===== src/rtl/mem_port_arbiter_if.sv =====
// Bus bundle for mem_port_arbiter: core (c_*) and debug (d_*) requester channels plus the memory macro side (m_*).
// slave is the arbiter's view; master is the view of the environment driving requesters and the memory.
interface mem_port_arbiter_if #(
    parameter int AW = 32,
    parameter int DW = 32
);
    logic            c_req;
    logic            c_we;
    logic [AW-1:0]   c_addr;
    logic [DW-1:0]   c_wdata;
    logic [DW/8-1:0] c_wstrb;
    logic            c_gnt;
    logic            c_rvalid;
    logic [DW-1:0]   c_rdata;

    logic            d_req;
    logic            d_we;
    logic [AW-1:0]   d_addr;
    logic [DW-1:0]   d_wdata;
    logic [DW/8-1:0] d_wstrb;
    logic            d_gnt;
    logic            d_rvalid;
    logic [DW-1:0]   d_rdata;

    logic            m_rden;
    logic            m_wren;
    logic [AW-1:0]   m_addr;
    logic [DW-1:0]   m_wdata;
    logic [DW/8-1:0] m_wstrb;
    logic [DW-1:0]   m_rdata;

    modport slave (
        input  c_req, c_we, c_addr, c_wdata, c_wstrb,
        output c_gnt, c_rvalid, c_rdata,
        input  d_req, d_we, d_addr, d_wdata, d_wstrb,
        output d_gnt, d_rvalid, d_rdata,
        output m_rden, m_wren, m_addr, m_wdata, m_wstrb,
        input  m_rdata
    );

    modport master (
        output c_req, c_we, c_addr, c_wdata, c_wstrb,
        input  c_gnt, c_rvalid, c_rdata,
        output d_req, d_we, d_addr, d_wdata, d_wstrb,
        input  d_gnt, d_rvalid, d_rdata,
        input  m_rden, m_wren, m_addr, m_wdata, m_wstrb,
        output m_rdata
    );
endinterface


===== src/rtl/mem_port_arbiter.sv =====
// Two-requester arbiter for the single-ported unified memory with zero-latency issue and fixed read latency tracking.
// Define MEM_ARB_RR_EN for round-robin selection; default is fixed core priority.
module mem_port_arbiter #(
    parameter int AW     = 32,
    parameter int DW     = 32,
    parameter int RD_LAT = 1
) (
    input  logic                 clk,
    input  logic                 rst,
    mem_port_arbiter_if.slave    bus
);
    localparam int CW = $clog2(RD_LAT + 1);
    localparam int SW = DW / 8;

    generate
        if (RD_LAT < 1 || RD_LAT > 4) begin : g_bad_lat
            $error("mem_port_arbiter: RD_LAT must be in 1..4");
        end
    endgenerate

    typedef enum logic {IDLE, RD_WAIT} state_t;
    typedef enum logic {PORT_C, PORT_D} port_t;

    state_t         state_reg, state_next;
    logic [CW-1:0]  cnt_reg, cnt_next;
    port_t          owner_reg, owner_next;
    port_t          last_reg, last_next;

    logic           rvalid_fire;
    logic           window;
    logic           issue;
    logic           pick_d;
    logic           sel_we;
    logic [AW-1:0]  sel_addr;
    logic [DW-1:0]  sel_wdata;
    logic [SW-1:0]  sel_wstrb;

    // The data-return cycle of a read doubles as an arbitration window.
    always_comb begin
        rvalid_fire = !rst && (state_reg == RD_WAIT) && (cnt_reg == CW'(1));
        window      = !rst && ((state_reg == IDLE) || rvalid_fire);
        issue       = window && (bus.c_req || bus.d_req);
`ifdef MEM_ARB_RR_EN
        pick_d      = bus.d_req && (!bus.c_req || (last_reg == PORT_C));
`else
        pick_d      = bus.d_req && !bus.c_req;
`endif
        sel_we      = pick_d ? bus.d_we    : bus.c_we;
        sel_addr    = pick_d ? bus.d_addr  : bus.c_addr;
        sel_wdata   = pick_d ? bus.d_wdata : bus.c_wdata;
        sel_wstrb   = pick_d ? bus.d_wstrb : bus.c_wstrb;
    end

    assign bus.c_gnt    = issue && !pick_d;
    assign bus.d_gnt    = issue && pick_d;
    assign bus.c_rvalid = rvalid_fire && (owner_reg == PORT_C);
    assign bus.d_rvalid = rvalid_fire && (owner_reg == PORT_D);
    assign bus.c_rdata  = bus.m_rdata;
    assign bus.d_rdata  = bus.m_rdata;

    // Memory fields are zeroed whenever nothing issues so the macro never sees stale requester fields.
    assign bus.m_rden   = issue && !sel_we;
    assign bus.m_wren   = issue && sel_we;
    assign bus.m_addr   = issue ? sel_addr  : '0;
    assign bus.m_wdata  = issue ? sel_wdata : '0;
    assign bus.m_wstrb  = issue ? sel_wstrb : '0;

    always_comb begin
        state_next = state_reg;
        cnt_next   = cnt_reg;
        owner_next = owner_reg;
        last_next  = last_reg;
        if (issue) begin
            last_next = pick_d ? PORT_D : PORT_C;
        end
        if (issue && !sel_we) begin
            state_next = RD_WAIT;
            cnt_next   = CW'(RD_LAT);
            owner_next = pick_d ? PORT_D : PORT_C;
        end else if (state_reg == RD_WAIT) begin
            if (cnt_reg == CW'(1)) begin
                state_next = IDLE;
                cnt_next   = '0;
            end else begin
                cnt_next   = cnt_reg - CW'(1);
            end
        end
    end

    // Reset drops any outstanding read so no stale rvalid follows.
    always_ff @(posedge clk) begin
        if (rst) begin
            state_reg <= IDLE;
            cnt_reg   <= '0;
            owner_reg <= PORT_C;
            last_reg  <= PORT_C;
        end else begin
            state_reg <= state_next;
            cnt_reg   <= cnt_next;
            owner_reg <= owner_next;
            last_reg  <= last_next;
        end
    end
endmodule


===== src/flat_wrapper.sv =====
// flat-port wrapper written by rule: the top's interface ports become plain ports
module mem_port_arbiter_flat 
#(
    parameter int AW     = 32,
    parameter int DW     = 32,
    parameter int RD_LAT = 1
)
  (clk, rst, bus_c_req, bus_c_we, bus_c_addr, bus_c_wdata, bus_c_wstrb, bus_c_gnt, bus_c_rvalid, bus_c_rdata, bus_d_req, bus_d_we, bus_d_addr, bus_d_wdata, bus_d_wstrb, bus_d_gnt, bus_d_rvalid, bus_d_rdata, bus_m_rden, bus_m_wren, bus_m_addr, bus_m_wdata, bus_m_wstrb, bus_m_rdata);
  mem_port_arbiter_if #(.AW(AW), .DW(DW)) bus_i ();
  input  logic clk;
  input  logic rst;
  input wire logic [$bits(bus_i.c_req)-1:0] bus_c_req;
  input wire logic [$bits(bus_i.c_we)-1:0] bus_c_we;
  input wire logic [$bits(bus_i.c_addr)-1:0] bus_c_addr;
  input wire logic [$bits(bus_i.c_wdata)-1:0] bus_c_wdata;
  input wire logic [$bits(bus_i.c_wstrb)-1:0] bus_c_wstrb;
  output wire logic [$bits(bus_i.c_gnt)-1:0] bus_c_gnt;
  output wire logic [$bits(bus_i.c_rvalid)-1:0] bus_c_rvalid;
  output wire logic [$bits(bus_i.c_rdata)-1:0] bus_c_rdata;
  input wire logic [$bits(bus_i.d_req)-1:0] bus_d_req;
  input wire logic [$bits(bus_i.d_we)-1:0] bus_d_we;
  input wire logic [$bits(bus_i.d_addr)-1:0] bus_d_addr;
  input wire logic [$bits(bus_i.d_wdata)-1:0] bus_d_wdata;
  input wire logic [$bits(bus_i.d_wstrb)-1:0] bus_d_wstrb;
  output wire logic [$bits(bus_i.d_gnt)-1:0] bus_d_gnt;
  output wire logic [$bits(bus_i.d_rvalid)-1:0] bus_d_rvalid;
  output wire logic [$bits(bus_i.d_rdata)-1:0] bus_d_rdata;
  output wire logic [$bits(bus_i.m_rden)-1:0] bus_m_rden;
  output wire logic [$bits(bus_i.m_wren)-1:0] bus_m_wren;
  output wire logic [$bits(bus_i.m_addr)-1:0] bus_m_addr;
  output wire logic [$bits(bus_i.m_wdata)-1:0] bus_m_wdata;
  output wire logic [$bits(bus_i.m_wstrb)-1:0] bus_m_wstrb;
  input wire logic [$bits(bus_i.m_rdata)-1:0] bus_m_rdata;
  assign bus_i.c_req = bus_c_req;
  assign bus_i.c_we = bus_c_we;
  assign bus_i.c_addr = bus_c_addr;
  assign bus_i.c_wdata = bus_c_wdata;
  assign bus_i.c_wstrb = bus_c_wstrb;
  assign bus_c_gnt = bus_i.c_gnt;
  assign bus_c_rvalid = bus_i.c_rvalid;
  assign bus_c_rdata = bus_i.c_rdata;
  assign bus_i.d_req = bus_d_req;
  assign bus_i.d_we = bus_d_we;
  assign bus_i.d_addr = bus_d_addr;
  assign bus_i.d_wdata = bus_d_wdata;
  assign bus_i.d_wstrb = bus_d_wstrb;
  assign bus_d_gnt = bus_i.d_gnt;
  assign bus_d_rvalid = bus_i.d_rvalid;
  assign bus_d_rdata = bus_i.d_rdata;
  assign bus_m_rden = bus_i.m_rden;
  assign bus_m_wren = bus_i.m_wren;
  assign bus_m_addr = bus_i.m_addr;
  assign bus_m_wdata = bus_i.m_wdata;
  assign bus_m_wstrb = bus_i.m_wstrb;
  assign bus_i.m_rdata = bus_m_rdata;
  mem_port_arbiter #(.AW(AW), .DW(DW), .RD_LAT(RD_LAT)) u_core (.clk(clk), .rst(rst), .bus(bus_i));
endmodule

===== config.mk =====
export PLATFORM = sky130hd
export DESIGN_NAME = mem_port_arbiter_flat
export DESIGN_NICKNAME = d
export VERILOG_FILES = /design/src/rtl/mem_port_arbiter_if.sv /design/src/rtl/mem_port_arbiter.sv /design/src/flat_wrapper.sv
export SDC_FILE = /design/constraint.sdc
export NUM_CORES = 1
export LEC_CHECK = 0
export CAP_MARGIN = 20
export CORE_AREA = 2 2 121 123
export CTS_BUF_LIST = sky130_fd_sc_hd__clkbuf_2 sky130_fd_sc_hd__clkbuf_4 sky130_fd_sc_hd__clkbuf_8
export CTS_CLUSTER_SIZE = 10
export DETAILED_ROUTE_END_ITERATION = 8
export DIE_AREA = 0 0 123 125
export PLACE_DENSITY = 0.61
export SLEW_MARGIN = 20
export SYNTH_ARGS = -nofsm -noshare
export SYNTH_HDL_FRONTEND = slang
export SYNTH_SLANG_ARGS = --single-unit

===== constraint.sdc =====
create_clock -name clk -period 1.5 [get_ports clk]
set_input_delay 0.225 -clock clk [delete_from_list [all_inputs] [get_ports clk]]
set_output_delay 0.225 -clock clk [all_outputs]
set_load 0.01 [all_outputs]

# Word level (Yosys, flattened, before mapping)
# Cells that the tools add are included.
# op_classes
mux,14
bitwise_logic,2
reduce_logical,18
n_addsub,1
# op_table
cell,n
two-way mux 32 bit,4
logical AND 1 bit,11
two-way mux 1 bit,8
two-way mux 4 bit,2
logical NOT 1 bit,4
logical OR 1 bit,2
inverter 1 bit,2
nonzero test 2 bit,1
subtractor 1 bit (second input constant),1
# word_totals
regBits,3
out_inout_bits,138
elab_cells,38

# Longest topological paths before layout
# Gate-level depths: netlist (run 1).
# logic_depth
ltp_word,8
mapped_depth,5
depth_no_buf,3

# Worst setup path after synthesis (run 1)
# No wires, ideal clock.
# synth_path
path_kind,register to output
startpoint,register u_core.state_reg
endpoint,output bus_m_addr[12]
path_slack_ps,87
stages_incl_launch_ff,6
t_arrival_ps,1188
path_buffers,2
required_time_ps,1275
path_cell_list,dfxtp_1 > nor2b_4 > nor3b_4 > buf_4 > buf_4 > a22o_1
# synth_between
elab_chain_len,6
# synth_lines
element,line_no,text
start: declaration,mem_port_arbiter.sv:24,"state_t state_reg, state_next;"
start signal: assignment,mem_port_arbiter.sv:98,state_reg <= state_next;
logical AND 1 bit (2 in a row),mem_port_arbiter.sv:40,rvalid_fire = !rst && (state_reg == RD_WAIT) && (cnt_reg == CW'(1));
logical OR 1 bit *,mem_port_arbiter.sv:41,window = !rst && ((state_reg == IDLE) || rvalid_fire);
logical AND 1 bit *,mem_port_arbiter.sv:41,
logical AND 1 bit *,mem_port_arbiter.sv:42,issue = window && (bus.c_req || bus.d_req);
two-way mux 32 bit *,mem_port_arbiter.sv:64,assign bus.m_addr = issue ? sel_addr : '0;
end: declaration,flat_wrapper.sv:30,output wire logic [$bits(bus_i.m_addr)-1:0] bus_m_addr;
# Every way passes the cells marked *; elsewhere a longest branch is shown, timed or not.

# Worst setup path in the final report (run 1)
# layout_path
startpoint,register u_core.state_reg
endpoint,output bus_m_wdata[4]
# layout_between
elab_chain_len,6
# layout_lines
element,line_no,text
logical AND 1 bit (2 in a row),mem_port_arbiter.sv:40,
logical OR 1 bit *,mem_port_arbiter.sv:41,
logical AND 1 bit *,mem_port_arbiter.sv:41,
logical AND 1 bit *,mem_port_arbiter.sv:42,
two-way mux 32 bit *,mem_port_arbiter.sv:65,assign bus.m_wdata = issue ? sel_wdata : '0;
end: declaration,flat_wrapper.sv:31,output wire logic [$bits(bus_i.m_wdata)-1:0] bus_m_wdata;
# Marked as above.

==> flow_summary.ini, run 1 <==
[clock_tree]
cts_tree = yes
clock_path_buffers = 2
cts_inserted_buffers = 3
htreeDepth = 1
cts_sinks = 3
insertion_delay_ns = 0.21
path_clk_slew_ns = 0.03
root_buffer = clkbuf_8

[timing]
setup_viol = 69
drv_slew = 0
timing.final.hold_violations = 0
skew_ns = 0.00308
worst_slack_ns = -0.485
slew_headroom_pct = 83.1
fmax_mhz = 504
period_minus_slack_ns = 1.98
rsz0062_at_grt = true
whs_ns = 0.450
tightestPinTransition_ns = 0.251
min_period_over_period_pct = 132

[setup_path]
crit_arrival_ns = 1.76
crit_path_top_delay_cell = dfxtp_2
timing.rr.start = u_core.state_reg$_SDFF_PP0_
setup.worst_path.end_class = output port
start_kind = register
required_ns = 1.27
critPathMostFrequentCell = buf_6
crit_path_cell_trace = nor2b_4 -> nor3b_4 -> buf_6 -> buf_12 -> buf_8 -> buf_6 -> buf_6 -> a22o_1 -> buf_2
crit_path_start = u_core.state_reg$_SDFF_PP0_
path_class = register to output port
path_max_fanout = 8
critPathMaxStageDelay_ns = 0.31

[logic_synthesis]
synth-compound-area-share_pct = 46.8
yosysMostFrequentCell = a22o_1
async_flop_share_pct = 0
yosysWarnings = 0
synth_edf_count = 0
avgSynthCellArea_um2 = 8.04
synth_seq_cells = 3
yosysSeqAreaShare_pct = 4.39
synthSimpleGateAreaFrac_pct = 7.04
synth.net_count = 344
synth_commonest_cells = 68 x a22o_1, 66 x buf_4, 13 x buf_2
synthCells = 170
muxShareOfSynthArea_pct = 0
synth_xor_xnor_area_share_pct = 0
yosysTopAreaCell = a22o_1
ys.flop_type = dfxtp_1
ys_types = 20
syn_area_mm2 = 0.00137
synth_top_area_share_pct = 43.5
synthAdderAreaFrac_pct = 0
synth_top_family_by_area = compound AO/OA/AOI/OAI gates
synthTopCellsByArea = a22o_1 44%, buf_4 36%, buf_2 4.8%, dfxtp_1 4.4%, nand2b_1 1.4%

[floorplan]
die_area_mm2 = 0.0154
row_count = 44
core_area_mm2 = 0.0142
ios = 312
die_w_um = 123
die_h_um = 125
start_util_pct = 9.63

[final_layout]
area_delta_synth_final_pct = 165
fin_cells = 551
seq_area_um2 = 61.3
fill_cells = 1542
multiInputGateArea_um2 = 763
drive_gt1_share_pct = 38.8
fin_util_pct = 25.5
final_nets = 541

[power]
leakage_nw = 1.65
ir_drop_mv = 0.612
p_per_area_mw_per_mm2 = 385

[routing]
wl_um = 9620
drt-pass1-iter-count = 4
drtAntennaViolNets = 0
num_vias = 2096
wl_per_cell_um = 17.5
vias_per_cell = 3.80
drc = 0
drtIter0Drc = 73

[global_route]
grt_pass1_wl_um = 12300
track_usage_pct = 10.6
antenna_found_initial = 2
grt_pass1_vias = 2102
grt.overflow.total = 0
grt_max_degree = 20

[hold_path]
hp-class = primary input to output port
min_from = bus_m_rdata[24]

[flow_run]
maxCapViolations = 0

[placed_design]
portBuffers = 215
place_congestion = 0.825
post-dp-hpwl_um = 7470
dp.cells = 522

[outcome]
status = complete, but fails checks
violations = negative setup slack
## critical path, delay by kind of cell, from the launching register on
kind	cells	cell delay [ns]
AND/OR/NAND/NOR	2	0.35
buffers and inverters	6	0.73
flip-flops	1	0.31
AO/OA/AOI/OAI	1	0.14
## where the power goes
group	internal, mW	leakage [nW]	total [mW]	switching, mW
combinational	0.688	1.60	1.05	0.363
clock	0.199	0.0262	0.251	0.0523
sequential	0.0874	0.0251	0.0929	0.00546
## per-layer routing
metal	global-route usage, %	wire length [um]	up-vias
li1	-	-	981
met1	11.9	3580	995
met2	20.0	5080	102
met3	2.24	894	16
met4	2.87	52	2
met5	0	13	-
## cells by family (layout without fill, tap and decap cells)
kind of cell	Yosys count	count (layout)
flip-flops	3	3
AND/OR/NAND/NOR	11	11
buffers and inverters	82	278
AO/OA/AOI/OAI	74	74
other	0	1
## final cells by class
class                   instances  share of cell area [%]
repair buffers                271                    69.2
multi-input cells              85                    21.1
well taps                     184                    6.35
flip-flops and latches          3                    1.69
clock buffers                   4                    1.35
inverters                       3                   0.311
diodes                          1                  0.0690
## metrics by stage
stage | setup slack, ns | power (mW) | TNS, ns | area (um2)
finish | -0.485 | 1.40 | -23.33 | 3620
global route | -0.571 | 1.48 | -28.54 | 3620
CTS | -0.648 | 1.37 | -26.07 | 3560
detailed placement | -0.907 | 1.12 | -59.15 | 3490
global placement | -0.900 | 1.12 | -57.74 | 3490
floorplan | 0.0871 | 0.548 | 0 | 1370
## what timing repair did
item,4_1_cts,5_1_grt
pin swaps,6,16
resized for setup,278,69
endpoints found under the setup margin,74,72
cloned,2,3
setup buffers,8,15
hold buffers,0,0
## final timing paths
| check | cells past startpoint | to | slack [ns] |
|---|---|---|---|
| worst max register to register | 6 | u_core.owner_reg$_SDFFE_PP0P_ | 0.31 |
| worst min-delay path | 0 | bus_c_rdata[24] | 0.45 |
| worst min register to register | 3 | u_core.cnt_reg$_SDFFE_PP0P_ | 0.65 |
| worst max-delay path | 9 | bus_m_wdata[4] | -0.48 |
## cell usage in the layout (no fill, tap or decap)
master and n:
inv_1 3, nor3_1 1, a2bb2oi_1 1, clkbuf_16 2, buf_12 4, clkdlybuf4s50_1 137, nor3_4 1, dfxtp_1 2
a311oi_1 1, nand2_1 1, and4b_1 1, clkbuf_4 1, a211oi_2 1, buf_2 59, a21oi_1 1, clkbuf_8 3
a31oi_1 1, buf_4 23, dlygate4sd2_1 4, nor3b_4 1, nand2b_1 2, nor2b_4 1, a22o_1 68, buf_8 7
clkbuf_2 2, nand2b_4 1, clkdlybuf4s15_2 5, a21o_1 1, dfxtp_2 1, diode_2 1, nor4bb_2 1, buf_6 27
or2_4 1, buf_16 1
No activity file was read; power rests on OpenSTA's default activity.
==> run 2, diff against run 1 <==
Settings changed: CTS_CLUSTER_SIZE 10 to not set.
==> results of run 2 <==
No change in the layout: final DEF, timing and power equal those of run 1.
==> run 3, diff against run 2 <==
Settings changed: HOLD_SLACK_MARGIN set to 0.02, SLEW_MARGIN 20 to not set.
==> results of run 3 <==
No change in the layout: final DEF, timing and power equal those of run 1.
